### src/rtl/ledr_bar_arbiter.sv
// ledr_bar_arbiter
//
// Purpose:
//   Round-robin time-sharing of the 10-LED red bar between three clients.
//   A client owns the bar for at most HOLD_TICKS prescaled ticks, or until it
//   drops its request. Every grant is followed by a blank gap that lasts until
//   the next tick. While nobody owns the bar, an idle pattern is shown.
//
// Optional feature (macro LEDR_ARB_CHASER_EN):
//   Defined   : the idle pattern is a 3-LED block that bounces across the bar,
//               moving one position per tick while idle.
//   Undefined : the idle pattern is all LEDs off.
//
// Parameters:
//   TICK_DIV   - iCLK cycles per tick (>= 2)
//   HOLD_TICKS - maximum ticks per grant (>= 1)
//
// Ports:
//   iCLK           - system clock, rising edge
//   iRST           - asynchronous active-high reset
//   iREQ[2:0]      - level-sensitive request, bit k belongs to client k
//   iDATA0..iDATA2 - 10-bit LED value offered by each client
//   oGNT[2:0]      - registered one-hot grant
//   oBUSY          - registered, high while granting or in the gap
//   oLED[9:0]      - registered LED bar drive
module ledr_bar_arbiter #(
  parameter logic [20:0] TICK_DIV   = 21'd1048576,
  parameter logic [7:0]  HOLD_TICKS = 8'd16
) (
  input  logic       iCLK,
  input  logic       iRST,
  input  logic [2:0] iREQ,
  input  logic [9:0] iDATA0,
  input  logic [9:0] iDATA1,
  input  logic [9:0] iDATA2,
  output logic [2:0] oGNT,
  output logic       oBUSY,
  output logic [9:0] oLED
);

  typedef enum logic [1:0] {
    ST_IDLE,
    ST_GRANT,
    ST_GAP
  } state_t;

`ifdef LEDR_ARB_CHASER_EN
  localparam logic [9:0] IDLE_RESET_LED = 10'b0000000111;
`else
  localparam logic [9:0] IDLE_RESET_LED = 10'b0000000000;
`endif

  state_t      r_state;
  state_t      w_stateNext;
  logic [1:0]  r_owner;
  logic [1:0]  w_ownerNext;
  logic [1:0]  r_ptr;
  logic [1:0]  w_ptrNext;
  logic [7:0]  r_hold;
  logic [7:0]  w_holdNext;
  logic [20:0] r_preCnt;
  logic        w_tick;
  logic [2:0]  w_reqRot;
  logic [1:0]  w_winner;
  logic        w_ownerReq;
  logic [9:0]  w_ownerData;
  logic [2:0]  w_ownerOneHot;
  logic [9:0]  w_idleLed;
  logic [2:0]  r_gnt;
  logic        r_busy;
  logic [9:0]  r_led;

  function automatic logic [1:0] nextClient(input logic [1:0] k);
    return (k == 2'd2) ? 2'd0 : k + 2'd1;
  endfunction

  // Free-running prescaler; the tick is the last count before wrapping, and
  // only reset ever disturbs the count.
  always_ff @(posedge iCLK or posedge iRST) begin
    if (iRST) begin
      r_preCnt <= '0;
    end else if (r_preCnt == TICK_DIV - 21'd1) begin
      r_preCnt <= '0;
    end else begin
      r_preCnt <= r_preCnt + 21'd1;
    end
  end

  assign w_tick = (r_preCnt == TICK_DIV - 21'd1);

  // The request vector is rotated so bit 0 is the client the pointer favours;
  // the winner is then the first set bit in fixed order, with no variable index.
  always_comb begin
    w_reqRot = iREQ;
    w_winner = r_ptr;
    case (r_ptr)
      2'd1:    w_reqRot = {iREQ[0], iREQ[2], iREQ[1]};
      2'd2:    w_reqRot = {iREQ[1], iREQ[0], iREQ[2]};
      default: w_reqRot = iREQ;
    endcase
    if (w_reqRot[0]) begin
      w_winner = r_ptr;
    end else if (w_reqRot[1]) begin
      w_winner = nextClient(r_ptr);
    end else begin
      w_winner = nextClient(nextClient(r_ptr));
    end
  end

  // Per-owner views: its request bit, its data and its one-hot grant code.
  always_comb begin
    w_ownerReq    = iREQ[2];
    w_ownerData   = iDATA2;
    w_ownerOneHot = 3'b100;
    case (r_owner)
      2'd0: begin
        w_ownerReq    = iREQ[0];
        w_ownerData   = iDATA0;
        w_ownerOneHot = 3'b001;
      end
      2'd1: begin
        w_ownerReq    = iREQ[1];
        w_ownerData   = iDATA1;
        w_ownerOneHot = 3'b010;
      end
      default: begin
        w_ownerReq    = iREQ[2];
        w_ownerData   = iDATA2;
        w_ownerOneHot = 3'b100;
      end
    endcase
  end

  // Next-state logic. A dropped request is tested before the tick so it wins
  // when both happen together. The hold count reaching HOLD_TICKS-1 on a tick
  // ends the grant, so the grant spans exactly HOLD_TICKS ticks.
  always_comb begin
    w_stateNext = r_state;
    w_ownerNext = r_owner;
    w_ptrNext   = r_ptr;
    w_holdNext  = r_hold;
    case (r_state)
      ST_IDLE: begin
        if (|iREQ) begin
          w_stateNext = ST_GRANT;
          w_ownerNext = w_winner;
          w_ptrNext   = nextClient(w_winner);
          w_holdNext  = 8'd0;
        end
      end
      ST_GRANT: begin
        if (!w_ownerReq) begin
          w_stateNext = ST_GAP;
        end else if (w_tick) begin
          if (r_hold == HOLD_TICKS - 8'd1) begin
            w_stateNext = ST_GAP;
          end else begin
            w_holdNext = r_hold + 8'd1;
          end
        end
      end
      ST_GAP: begin
        if (w_tick) begin
          if (|iREQ) begin
            w_stateNext = ST_GRANT;
            w_ownerNext = w_winner;
            w_ptrNext   = nextClient(w_winner);
            w_holdNext  = 8'd0;
          end else begin
            w_stateNext = ST_IDLE;
          end
        end
      end
      default: begin
        w_stateNext = ST_IDLE;
      end
    endcase
  end

  // Arbiter state register.
  always_ff @(posedge iCLK or posedge iRST) begin
    if (iRST) begin
      r_state <= ST_IDLE;
      r_owner <= 2'd0;
      r_ptr   <= 2'd0;
      r_hold  <= 8'd0;
    end else begin
      r_state <= w_stateNext;
      r_owner <= w_ownerNext;
      r_ptr   <= w_ptrNext;
      r_hold  <= w_holdNext;
    end
  end

`ifdef LEDR_ARB_CHASER_EN
  logic [2:0] r_chasePos;
  logic       r_chaseLeft;
  logic [2:0] w_chasePosNext;
  logic       w_chaseLeftNext;

  // Bouncing idle block: position 0 is bits [2:0], position 7 is bits [9:7].
  // The direction flips on the same tick that lands on an end position, and
  // the block only moves while idle so it resumes where it stopped.
  always_comb begin
    w_chasePosNext  = r_chasePos;
    w_chaseLeftNext = r_chaseLeft;
    if ((r_state == ST_IDLE) && w_tick) begin
      if (r_chaseLeft) begin
        w_chasePosNext = r_chasePos + 3'd1;
        if (r_chasePos == 3'd6) begin
          w_chaseLeftNext = 1'b0;
        end
      end else begin
        w_chasePosNext = r_chasePos - 3'd1;
        if (r_chasePos == 3'd1) begin
          w_chaseLeftNext = 1'b1;
        end
      end
    end
  end

  // Chaser position register.
  always_ff @(posedge iCLK or posedge iRST) begin
    if (iRST) begin
      r_chasePos  <= 3'd0;
      r_chaseLeft <= 1'b1;
    end else begin
      r_chasePos  <= w_chasePosNext;
      r_chaseLeft <= w_chaseLeftNext;
    end
  end

  assign w_idleLed = IDLE_RESET_LED << w_chasePosNext;
`else
  assign w_idleLed = 10'b0000000000;
`endif

  // Registered outputs decoded from the current state. On the first cycle of a
  // grant the registered grant is still clear, so the bar stays blank one more
  // cycle and client data appears from the second grant cycle onwards.
  always_ff @(posedge iCLK or posedge iRST) begin
    if (iRST) begin
      r_gnt  <= 3'b000;
      r_busy <= 1'b0;
      r_led  <= IDLE_RESET_LED;
    end else begin
      r_busy <= (r_state != ST_IDLE);
      r_gnt  <= (r_state == ST_GRANT) ? w_ownerOneHot : 3'b000;
      case (r_state)
        ST_GRANT: r_led <= (|r_gnt) ? w_ownerData : 10'b0000000000;
        ST_GAP:   r_led <= 10'b0000000000;
        default:  r_led <= w_idleLed;
      endcase
    end
  end

  assign oGNT  = r_gnt;
  assign oBUSY = r_busy;
  assign oLED  = r_led;

endmodule

### config.mk
export PLATFORM = sky130hd
export DESIGN_NAME = ledr_bar_arbiter
export DESIGN_NICKNAME = d
export VERILOG_FILES = /design/src/rtl/ledr_bar_arbiter.sv
export SDC_FILE = /design/constraint.sdc
export NUM_CORES = 1
export LEC_CHECK = 0
export CAP_MARGIN = 15
export CORE_UTILIZATION = 47
export DETAILED_ROUTE_END_ITERATION = 6
export GPL_ROUTABILITY_DRIVEN = 0
export GPL_TIMING_DRIVEN = 0
export PLACE_DENSITY = 0.76
export SETUP_SLACK_MARGIN = 0.02
export SLEW_MARGIN = 40
export SYNTH_ARGS = -nofsm -noshare
export SYNTH_HDL_FRONTEND = slang
export SYNTH_SLANG_ARGS = --single-unit
### constraint.sdc
create_clock -name iCLK -period 1.87 [get_ports iCLK]
set_clock_uncertainty 0.1 [all_clocks]
set_input_delay 0.374 -clock iCLK [delete_from_list [all_inputs] [get_ports iCLK]]
set_output_delay 0.374 -clock iCLK [all_outputs]
set_load 0.05 [all_outputs]
# Word-level counts from Yosys, hierarchy flattened
# Index checks and enable logic that the tools add are counted.
totals:
  word_cells: 71
  out_inout_bits: 14
  inputBits: 35
  ff_bits: 49
op_classes:
  n_reduce_logical: 10
  eq_ne: 16
  muxes: 32
  add_sub_neg: 5
op_table:
  columns: ["cell", "count"]
  rows:
  - ["$mux W8", 5]
  - ["$mux W2", 14]
  - ["$pmux W8 S3", 1]
  - ["$add A21 B1 Y21 const B", 1]
  - ["$eq A21 B20 Y1 const B", 1]
  - ["$mux W21", 1]
  - ["$mux W10", 2]
  - ["$pmux W10 S2", 1]
  - ["$pmux W2 S2", 3]
  - ["$ne A2 B2 Y1 const B", 5]
  - ["$add A8 B1 Y8 const B", 1]
  - ["$eq A2 B2 Y1 const B", 4]
  - ["$eq A8 B4 Y1 const B", 1]
  - ["$add A2 B1 Y2 const B", 3]
  - ["$eq A2 B1 Y1 const B", 3]
  - ["$ne A3 B3 Y1 const B", 2]
  - ["$pmux W2 S3", 1]
  - ["$pmux W3 S2", 1]
  - ["$reduce_or A3 Y1", 2]
  - ["$reduce_and A5 Y1", 1]
  - ["$logic_not A2 Y1", 2]
  - ["$reduce_and A4 Y1", 1]
  - ["$reduce_bool A2 Y1", 2]
  - ["$mux W3", 1]
  - ["4 further kinds", 4]

# Logic depth before layout (Yosys ltp)
# Gate-level depths: netlist of the first run.
depth:
  ltp_word: 11
  ltp_mapped: 7
  depth_no_buf: 7

# Least setup slack after synthesis of the first run
# Ideal clock, no wire load.
synth_path:
  path_kind: "register to register"
  startpoint: "register r_preCnt[0]"
  endpoint: "register r_owner[0]"
  required_time_ps: 1645
  setup_slack_ps: -152
  n_path_buf: 1
  arrival_ps: 1797
  setup_time_ps: 125
  stages_incl_launch_ff: 8
  period_less_slack_ps: 2022
  cell_sequence: "dfrtp_1 ha_1 nand3_1 nor4_4 a21oi_2 or2_1 buf_2 mux2_4"
synth_via:
  elab_chain_len: 3
synth_lines:
  columns: ["item", "line", "text"]
  rows:
  - ["from (decl)", "61", "logic [20:0] r_preCnt;"]
  - ["from (signal assigned)", "85", "r_preCnt <= r_preCnt + 21'd1;"]
  - ["$eq A21 B20 Y1", "89", "assign w_tick = (r_preCnt == TICK_DIV - 21'd1);"]
  - ["$ne A2 B2 Y1 (no line)", null, null]
  - ["$reduce_and A2 Y1 (no line)", null, null]
  - ["to (signal assigned)", "189", "r_owner <= w_ownerNext;"]
  - ["to (decl)", "55", "logic [1:0] r_owner;"]
# No other way between the ends.
# A chain may end at the register's enable or synchronous reset.

# Worst setup path after layout of the first run
layout_path:
  startpoint: "register r_hold[0]"
  endpoint: "register r_hold[7]"
layout_via:
  elab_chain_len: 5
  word_cells_on_any_way: 8
  cone_classes: "add/sub: 1; eq/ne: 2; mux: 4; reduce/logical: 1"
layout_lines:
  columns: ["item", "line", "text"]
  rows:
  - ["from (decl)", "59", "logic [7:0] r_hold;"]
  - ["from (signal assigned)", "191", "r_hold <= w_holdNext;"]
  - ["$add A8 B1 Y8", "158", "w_holdNext = r_hold + 8'd1;"]
  - ["$mux W8", "155", "if (r_hold == HOLD_TICKS - 8'd1) begin"]
  - ["$mux W8", "154", "end else if (w_tick) begin"]
  - ["$mux W8", "152", "if (!w_ownerReq) begin"]
  - ["$pmux W8 S3", "142", "case (r_state)"]
# Parallel ways exist; a longest one is shown, timed or not. The select of a mux whose other input is x is not followed.

==> flow_summary.yaml, run 1 <==
route:
  vias_per_cell: 5.51
  vias: 2250
  routedWlPerCell_um: 15.5
  ant_nets: 0
  drt-initial-drc-count: 119
  drc: 0
  drt-total-wl_mm: 6.34
  dr.pass1.iters: 4
clocking:
  cts_max_level: 2
  root_buffer: "clkbuf_8"
  clk_pin_slew_ns: 0.09
  cts_tree: "built"
  clk_path_buf_depth: 2
  cts_buffers: 5
  clk_latency_ns: 0.30
  clock_sinks: 49
layout:
  final_nets: 380
  drive_above_1_share_pct: 24.3
  syn_to_final_growth_pct: 43.2
  final_common_cell: "dfrtp_1"
  multi_input_area_um2: 1490
  diodes: 0
  regArea_um2: 1230
  nFillCells: 410
  layout_common_cells: "46 x dfrtp_1, 39 x nor2_1, 31 x clkdlybuf4s50_1"
sta:
  report.final.slew_viol_count: 0
  fin_crit_sh_pct: 104
  finalSetupViolCount: 8
  relSlewSlack_pct: 51.6
  period_needed_ns: 1.94
  grt_setup_unrepaired: "true"
  hold_viol: 0
  tightest_slew_ns: 0.721
  finalSetupTns_ns: -0.352
  fmax_mhz: 515
  fin_ws_ns: -0.0702
logic_synthesis:
  ys_async_sr_fraction_pct: 100
  syn-cell-area_um2: 2540
  synth.avg_cell_area_um2: 9.76
  yosysWarnings: 0
  syn_inst: 260
  synthDistinctLibCells: 41
  ys.flop_type: "dfrtp_1"
  syn-num-nets: 302
  synth_seq_area_share_pct: 48.3
  synth-seq-cells: 49
  synth-edff-count: 0
floorplan:
  ios: 49
  die_w_um: 75.5
  start_util_pct: 49.4
  rows: 26
  die_h_um: 75.5
  core_area_um2: 5140
  dieArea_um2: 5700
global_routing:
  grt_pass1_vias: 2123
  grt_usage_pct: 22.8
  grt.overflow.total: 0
  grt_pass1_wl_mm: 9.76
  grt_max_degree: 39
  antenna_found_initial: 0
worst_setup_path:
  worstRegToRegCells: 7
  crit_arrival_ns: 2.02
  end_kind: "register"
  crit_path_start_kind: "register"
  crit_required_ns: 1.95
  crit_type: "register to register"
  crit_fanout: 5
status:
  violations: "setup timing"
  status: "finished, violations left"
power:
  peakVddDrop_mv: 0.470
  cell_internal_pwr_mw: 2.31
  powerDensity_nw_per_um2: 1100
  pwr-share-clk_pct: 15.8
  p_sw_mw: 1.69
  p_sw_share_pct: 42.2
  leakage_nw: 1.65
  p_seq_share_pct: 32.9
  power_frac_comb_pct: 51.3
hold_path:
  hold_path.class: "primary input to async pin"
placed_design:
  portBuffers: 48
  hpwl_mm: 4.01
  post-place-ws_ns: -0.688
job:
  max_cap_violations: 0
-- cell type report --
type                       instances  area share (%)
inverter                           7           0.861
multi-input combinational        195            41.0
tap                               70            2.41
buffer                             5           0.792
sequential                        49            33.8
clock buffer                       7            2.38
timing repair buffer              75            18.8
-- critical path, stage by stage, from the launching register on --
cell and delay [ns]:
dfrtp_1 0.45, ha_4 0.20, and3_4 0.20, a21oi_2 0.14
a41oi_2 0.15, buf_4 0.18, o41ai_2 0.29, o31ai_1 0.12
-- power groups by stage --
stage | Sequential, mW | Combinational, mW | Clock (mW)
2_1_floorplan | 1.56 | 1.00 | 0
3_3_place_gp | 1.29 | 1.70 | 0
3_5_place_dp | 1.30 | 1.75 | 0
4_1_cts | 1.28 | 1.86 | 0.638
5_1_grt | 1.34 | 2.20 | 0.679
6_report | 1.32 | 2.05 | 0.632
-- cells in the mapped netlist, types with 2 or more instances --
library cell,number,area [µm²]
o21ai_1,4,20.0
ha_1,7,87.6
and3_1,6,37.5
mux2i_1,11,110
and2_1,3,18.8
a31oi_1,3,18.8
clkbuf_1,5,18.8
nand4_1,5,31.3
a22oi_1,2,15.0
a21o_1,3,22.5
nor3_1,5,25.0
xor2_1,11,96.3
nand3_1,18,90.1
xnor2_1,4,35.0
mux2_4,2,30.0
or3_1,2,12.5
a211oi_1,2,15.0
a21oi_1,12,60.1
o211ai_1,2,15.0
o21ai_0,10,50.1
buf_2,3,15.0
o41ai_1,6,52.6
inv_1,7,26.3
nand2_1,17,63.8
dfrtp_1,49,1230
nor2_1,41,154
o31ai_1,6,45.0
-- routing by layer --
metal | share of wire, % | global-route usage [%] | up-vias
li1 | - | - | 1081
met4 | 0.95 | 6.38 | 0
met1 | 40 | 27.2 | 1096
met5 | 0 | 0 | -
met3 | 6.1 | 5.16 | 6
met2 | 53 | 41.4 | 67
-- path summary, 6_finish.rpt --
path	start	to	slack, ns
worst min register to register	r_preCnt[16]	r_preCnt[16]	0.41
worst max-delay path	r_hold[0]	r_hold[7]	-0.07
worst max register to register	r_hold[0]	r_hold[7]	-0.07
worst min-delay path	iRST	oLED[7]	0.22
max in group asynchronous	iRST	r_ptr[1]	0.99
min in group iCLK	r_preCnt[16]	r_preCnt[16]	0.41
-- state kept, by name, indices dropped and copies added, names as in the netlist --
| signal | flops |
|---|---|
| r_preCnt | 21 |
| oLED | 10 |
| r_hold | 8 |
| oGNT | 3 |
| r_owner | 2 |
| r_ptr | 2 |
| r_state | 2 |
| oBUSY | 1 |
-- what timing repair did --
item,4_1_cts,5_1_grt
pin swaps,18,17
buffers inserted,18,8
endpoints found under the setup margin,36,32
gates resized for setup,45,22
hold buffers,0,0
-- logic make-up (layout without fill, tap and decap cells) --
family / after synthesis / after routing / synth area share, %
AO/OA/AOI/OAI: 54 / 54 / 13.9
XOR/XNOR: 15 / 15 / 5.18
adder cells (fa/ha/maj): 7 / 7 / 3.45
buffers and inverters: 16 / 94 / 2.51
flip-flops: 49 / 49 / 48.3
multiplexers: 13 / 13 / 5.52
AND/OR/NAND/NOR: 106 / 106 / 21.2
-- per-stage QoR --
stage	total power, mW	util (%)	instances	hold slack, ns	cell area (µm²)
2_1_floorplan	2.56	-	260	0.342	2580
3_3_place_gp	2.99	61.3	378	0.359	3150
3_5_place_dp	3.05	62.0	379	0.365	3190
4_1_cts	3.78	68.0	402	0.226	3490
5_1_grt	4.22	70.7	408	0.227	3630
6_report	3.99	70.7	408	0.220	3630
Power figures use the tool's default switching activity.
==> run 2: changes to the inputs <==
CTS_CLUSTER_SIZE = 12   (was default)
SLEW_MARGIN = 20   (was 40)
==> run 2 against run 1 <==
Compared with the run above:
- the flow still finishes with violations (setup timing)
- maximum frequency decreased by 1.5%
- worst hold slack better by 0.16 ns
- register-to-register slack got worse by 0.03 ns
- largest power group unchanged
- highest routed layer unchanged
==> flow_summary.yaml, run 2 (synthesis gave the netlist of run 1 again) <==
clocking:
  clk_pin_slew_ns: 0.09
  cts_max_level: 2
  clock_sinks: 49
  clk_latency_ns: 0.30
  clk_path_buf_depth: 2
  cts_tree: "built"
  cts_buffers: 5
  root_buffer: "clkbuf_8"
  cts_hold_buf: 0
power:
  peakVddDrop_mv: 0.558
  leakage_nw: 1.68
  powerDensity_nw_per_um2: 1120
floorplan:
  die_w_um: 75.5
  start_util_pct: 49.4
  rows: 26
  ios: 49
  dieArea_um2: 5700
  die_h_um: 75.5
  core_area_um2: 5140
layout:
  largest_register_ffs: 21
  drive_above_1_share_pct: 25.4
  diodes: 0
  final_nets: 384
  layout_common_cells: "46 x dfrtp_1, 38 x nor2_1, 31 x clkdlybuf4s50_1"
  final_area_um2: 3710
  syn_to_final_growth_pct: 46.3
  top_register: "r_preCnt"
  final_common_cell: "dfrtp_1"
  instances_no_fill: 413
  nFillCells: 386
placed_design:
  post-place-ws_ns: -0.827
  hpwl_mm: 4.06
  dp_cells: 379
  portBuffers: 48
  placed_area_um2: 3180
sta:
  hold_viol: 0
  period_needed_ns: 1.97
  relSlewSlack_pct: 52.3
  fin_ws_ns: -0.100
  grt_setup_unrepaired: "true"
  finalSetupViolCount: 8
  tightest_slew_ns: 0.711
  fin_crit_sh_pct: 105
  fmax_mhz: 507
  timing.hold.ws_ns: 0.378
  finalSetupTns_ns: -0.274
  report.final.slew_viol_count: 0
worst_setup_path:
  crit_required_ns: 1.95
  crit_path_start_kind: "register"
  crit_arrival_ns: 2.05
  crit_fanout: 5
  r2r_setup_slack_ns: -0.10
  end_kind: "register"
  crit_type: "register to register"
global_routing:
  grt_pass1_wl_mm: 9.79
  antenna_found_initial: 0
  grt.overflow.total: 0
  grt_usage_pct: 22.9
  grt_max_degree: 32
  grt_pass1_vias: 2209
status:
  status: "finished, violations left"
  violations: "setup timing"
job:
  max_cap_violations: 0
route:
  routedWlPerCell_um: 15.8
  drt-initial-drc-count: 138
  drt-total-wl_mm: 6.51
  vias: 2248
  ant_nets: 0
  vias_per_cell: 5.44
  dr.pass1.iters: 4
  drc: 0
hold_path:
  hold_path.class: "register to register"
==> run 2: report_power, final <==
| group | total (mW) | switching [mW] | leakage (nW) | internal, mW |
|---|---|---|---|---|
| Combinational | 2.09 | 1.26 | 0.972 | 0.829 |
| Sequential | 1.30 | 0.0941 | 0.653 | 1.20 |
| Clock | 0.784 | 0.348 | 0.0585 | 0.436 |
| Total | 4.17 | 1.70 | 1.68 | 2.47 |
==> run 2: worst paths after layout <==
check,start,end,depth (start not counted)
max in group asynchronous,iRST,r_ptr[1],3
setup reg to reg,r_hold[1],r_hold[0],7
hold reg to reg,r_preCnt[16],r_preCnt[16],1
setup / recovery,r_hold[1],r_hold[0],7
hold / removal,r_preCnt[16],r_preCnt[16],1
min in group asynchronous,iRST,r_hold[7],2
==> run 2: layer usage <==
metal  track usage, %  vias up  wire length [µm]  part of all wire (%)
li1                 -     1093                 -                     -
met1             25.9     1091              2640                    40
met2             42.9       57              3440                    53
met3             5.16        7               371                   5.7
met4             7.00        0                65                   1.0
met5                0        -                 0                     0
==> run 2: per-stage QoR <==
step / util (%) / power, mW
6_report: 72.2 / 4.17
5_1_grt: 72.2 / 4.42
4_1_cts: 68.9 / 3.96
3_5_place_dp: 61.8 / 3.04
3_3_place_gp: 61.3 / 2.99
2_1_floorplan: - / 2.56
==> run 2: final cells by class <==
class                           count  area [µm²]  share of cell area (%)
Inverter                            7        31.3                   0.843
Sequential cell                    49        1230                    33.1
Timing Repair Buffer               78         712                    19.2
Buffer                              6        32.5                   0.876
Multi-Input combinational cell    195        1500                    40.5
Clock buffer                        7        86.3                    2.33
Tap cell                           70        87.6                    2.36
Clock inverter                      1        30.0                   0.809
==> run 2: worst max-delay path, cell delays in order, from the launching register on <==
cell	delay, ns
dfrtp_1	0.42
ha_2	0.20
and3_4	0.20
a21oi_2	0.15
a41oi_2	0.21
buf_4	0.21
o31ai_1	0.26
o21ai_1	0.11
==> run 2: timing repair <==
action	4_1_cts	5_1_grt
gates resized for setup	47	24
hold endpoints to repair	0	0
setup buffers	21	8
setup endpoints to repair	37	23
pin swaps	18	10
